<file path="config.mk">
export PLATFORM = sky130hd
export DESIGN_NAME = tdm_demuxer_1to4
export DESIGN_NICKNAME = d
export VERILOG_FILES = /design/src/rtl/tdm_demuxer_1to4.sv
export SDC_FILE = /design/constraint.sdc
export NUM_CORES = 1
export LEC_CHECK = 0
export ABC_AREA = 0
export CAP_MARGIN = 5
export CORE_MARGIN = 4
export CORE_UTILIZATION = 30
export CTS_CLUSTER_SIZE = 20
export DETAILED_ROUTE_END_ITERATION = 10
export DONT_BUFFER_PORTS = 1
export PLACE_DENSITY = 0.53
export SLEW_MARGIN = 20
export SYNTH_ARGS = -nofsm -noshare
export SYNTH_HDL_FRONTEND = slang
export SYNTH_SLANG_ARGS = --single-unit
</file>
<file path="constraint.sdc">
create_clock -name clock -period 3.05 [get_ports clock]
set_input_delay 0.305 -clock clock [delete_from_list [all_inputs] [get_ports clock]]
set_output_delay 0.305 -clock clock [all_outputs]
set_load 0.01 [all_outputs]
</file>
<file path="src/rtl/tdm_demuxer_1to4.sv">
// Demultiplexes a bit-interleaved 32-slot TDM frame into four 8-bit channel words.
// Words are published together only once a whole frame has been received.
module tdm_demuxer_1to4 (
    input  logic       clock,
    input  logic       reset,
    input  logic       x0,
    input  logic       sync,
    output logic [7:0] z3,
    output logic [7:0] z2,
    output logic [7:0] z1,
    output logic [7:0] z0,
    output logic [3:0] s3_s0,
    output logic [1:0] b1_b0,
    output logic       valid,
    output logic       err
);

    typedef enum logic {IDLE, RECV} state_t;

    state_t          state;
    logic [4:0]      counter;
    logic [3:0][7:0] shreg;
    logic [3:0][7:0] shreg_next;
    logic            take;
    logic [4:0]      slot;

    // A sync always restarts at slot 0, whether it opens a frame or resyncs one.
    always_comb begin
        take       = sync || (state == RECV);
        slot       = sync ? 5'd0 : counter;
        b1_b0      = take ? slot[1:0] : 2'b00;
        s3_s0      = take ? (4'b0001 << slot[1:0]) : 4'b0000;
        shreg_next = (slot == 5'd0) ? '0 : shreg;
        shreg_next[slot[1:0]][slot[4:2]] = x0;
    end

    always_ff @(posedge clock or posedge reset) begin
        if (reset) begin
            state   <= IDLE;
            counter <= 5'd0;
            shreg   <= '0;
            z3      <= 8'h00;
            z2      <= 8'h00;
            z1      <= 8'h00;
            z0      <= 8'h00;
            valid   <= 1'b0;
            err     <= 1'b0;
        end else begin
            valid <= 1'b0;
            if (state == RECV && sync)
                err <= 1'b1;
            if (take) begin
                shreg <= shreg_next;
                // Returning to IDLE after slot 31 lets a sync on the very next clock start a frame.
                if (slot == 5'd31) begin
                    {z3, z2, z1, z0} <= shreg_next;
                    valid            <= 1'b1;
                    state            <= IDLE;
                    counter          <= 5'd0;
                end else begin
                    state   <= RECV;
                    counter <= slot + 5'd1;
                end
            end
        end
    end

endmodule

</file>
==> reports/qor.yml <==
layout.cells.non_filler: 541
tritoncts: "yes"
synth_top_family_by_area: "compound AO/OA/AOI/OAI gates"
post_synth_inst_count: 388
path_delay_family: "compound AO/OA/AOI/OAI gates"
chipHeight_microns: 122
slowest_stage: "o211a_1"
required_ns: 3.30
endpoint_kind: "flop"
vias: 3221
hpwl_microns: 6800
worstPathMaxFanout: 26
grt-ovfl-total: 0
cap_violations: 0
firstDrtPassIters: 5
syn_area_per_cell_sq_um: 9.98
grt_pass1_wl_microns: 17900
num-fill-cells: 1302
status: "completed"
finalSetupViolations: 0
root_buffer: "clkbuf_16"
synthSimpleGateAreaFrac_pct: 12.4
synth_cell_types: 56
drive_gt1_share_pct: 11.1
worstSetupStartpointType: "flop"
first_global_vias: 3077
place_inst: 526
rsz0062_at_grt: "no"
grt_usage_pct: 15.3
clock_latency_ns: 0.34
met2_usage_pct: 22.6
skew_ns: 0.00733
yosysSeqAreaShare_pct: 46.5
path_clk_slew_ns: 0.06
cts_sinks: 72
grt_max_degree: 73
synth-edff-count: 0
syn2layout_area_growth_pct: 9.92
critPathBufInv: 0
synth_xor_area_share_pct: 0.226
cts_buffer_depth: 2
vias_per_cell: 5.95
synth_most_common_cell: "o21ai_0"
ys_top_cells_by_count: "80 x o21ai_0, 72 x dfrtp_1, 53 x a32oi_1"
synth_compound_area_share_pct: 33.0
worst_hold_slack_ns: 0.0315
min_period_over_period_pct: 82.4
synthesis.area_sq_um: 3870
coreArea_sq_um: 12600
hold_viol: 0
initial_core_util_pct: 30.7
p_total_mw: 2.14
synthAdderAreaFrac_pct: 0.323
routedWlPerCell_microns: 20.5
cts_buffers: 9
ys.flop_type: "dfrtp_1"
vdd_drop_max_mv: 0.234
final_core_util_pct: 33.7
htreeDepth: 3
tightest_slew_ns: 0.950
antenna_found_initial: 0
gp_congestion: 0.761
antenna_cells: 0
crit_chain: "and4b_1 -> and2_1 -> ha_1 -> o211a_1 -> a32oi_1 -> o21ai_0"
postCtsSetupRepairBufs: 0
port_buffers: 0
p_leak_nw: 1.57
synth_top_area_cell: "dfrtp_1"
min_period_ns: 2.51
die-area_sq_um: 14800
hold_class: "in -> reg"
critical_path_class: "reg -> reg"
placementRows: 41
hold_buffers: 1
nets: 371
maxSlewViolCount: 0
powerDensity_nw_per_um2: 502
synthArstFlopShare_pct: 100
gr-usage-met1_pct: 20.9
yosysTopAreaCellShare_pct: 46.5
ant_nets: 0
use_met3_pct: 4.78
yosysWarningCount: 0
ys_ff_latch: 72
ios: 44
cts_resized: 0
drt-total-wl_microns: 11100
max_slew_margin_pct: 36.7
grt_busiest_layer: "met2"
die_width_microns: 122
synthMuxAreaShare_pct: 0.937
tns_ns: 0
syn_nets: 393
synthTopCellsByArea: "dfrtp_1 47%, a32oi_1 12%, o21ai_0 10%"
fmax_ghz: 0.398
max_stage_delay_ns: 0.83
route.detailed.drc: 0
arrival_ns: 2.76
drt_iter0_drc: 337
[state kept, by name, summed over array words and instances, names as in the netlist]
| register | flops |
|---|---|
| state | 1 |
| z2 | 8 |
| valid | 1 |
| z3 | 8 |
| shreg | 32 |
| err | 1 |
| z1 | 8 |
| counter | 5 |
| z0 | 8 |
[kinds of logic (layout without fill, tap and decap cells)]
| logic type | Yosys count | count (layout) |
|---|---|---|
| flops | 72 | 72 |
| fa+ha+maj | 1 | 1 |
| buf+inv | 56 | 37 |
| mux | 3 | 3 |
| compound gates | 187 | 187 |
| xor+xnor | 1 | 1 |
| simple gates | 68 | 68 |
[through the flow]
step	setup WS [ns]	instance area [sq um]
floorplan	0.746	3870
global route	0.360	4260
CTS	0.562	4260
detailed placement	0.572	3990
global placement	0.595	3990
finish	0.537	4260
[report_power, final]
group / switching (mW) / internal (mW) / total, mW
combinational: 0.146 / 0.0600 / 0.206
clock: 0.387 / 0.562 / 0.949
sequential: 0.0135 / 0.968 / 0.981
[placed cells by master, fill, tap and decap left out, drive strengths merged, types with 2 or more instances in the layout]
cell type,netlist,layout
nand2,12,12
o32ai,3,3
mux2,2,2
o211ai,25,25
and2,4,4
buf,28,15
clkbuf,21,11
nor4,2,2
nand4bb,3,3
or4b,3,3
o21ai,85,85
nand2b,3,3
clkinvlp,0,2
nor2,12,12
a31oi,4,4
a32oi,53,53
or2,2,2
a21o,2,2
nand3,3,3
o311ai,4,4
nor2b,7,7
nor3,3,3
nor4b,3,3
clkinv,2,3
a21oi,2,2
nor4bb,3,3
dfrtp,72,72
inv,5,5
[final timing paths]
kind	start	endpoint	slack, ns	cells after the start
max	counter[2]	z0[7]	0.54	6
max in group asynchronous	reset	shreg[28]	2.21	3
max reg2reg	counter[2]	z0[7]	0.54	6
min reg2reg	shreg[0]	shreg[0]	0.51	1
min	sync	counter[1]	0.03	1
min in group asynchronous	reset	err	0.48	3
[layout make-up]
| type | count | area (sq um) | area share (%) |
|---|---|---|---|
| Multi-Input combinational cell | 260 | 1820 | 42.7 |
| Sequential cell | 72 | 1800 | 42.3 |
| Clock buffer | 11 | 243 | 5.70 |
| Tap cell | 172 | 215 | 5.05 |
| Timing Repair Buffer | 16 | 135 | 3.17 |
| Inverter | 7 | 26.3 | 0.617 |
| Clock inverter | 3 | 20.0 | 0.470 |
[metal layers]
metal  vias to the layer above  wire length, microns
li1                       1477                     -
met1                      1623                  4980
met2                       101                  5080
met3                        20                   824
met4                         0                   219
met5                         -                     0
Note: power is estimated with default switching activity, not from simulation.
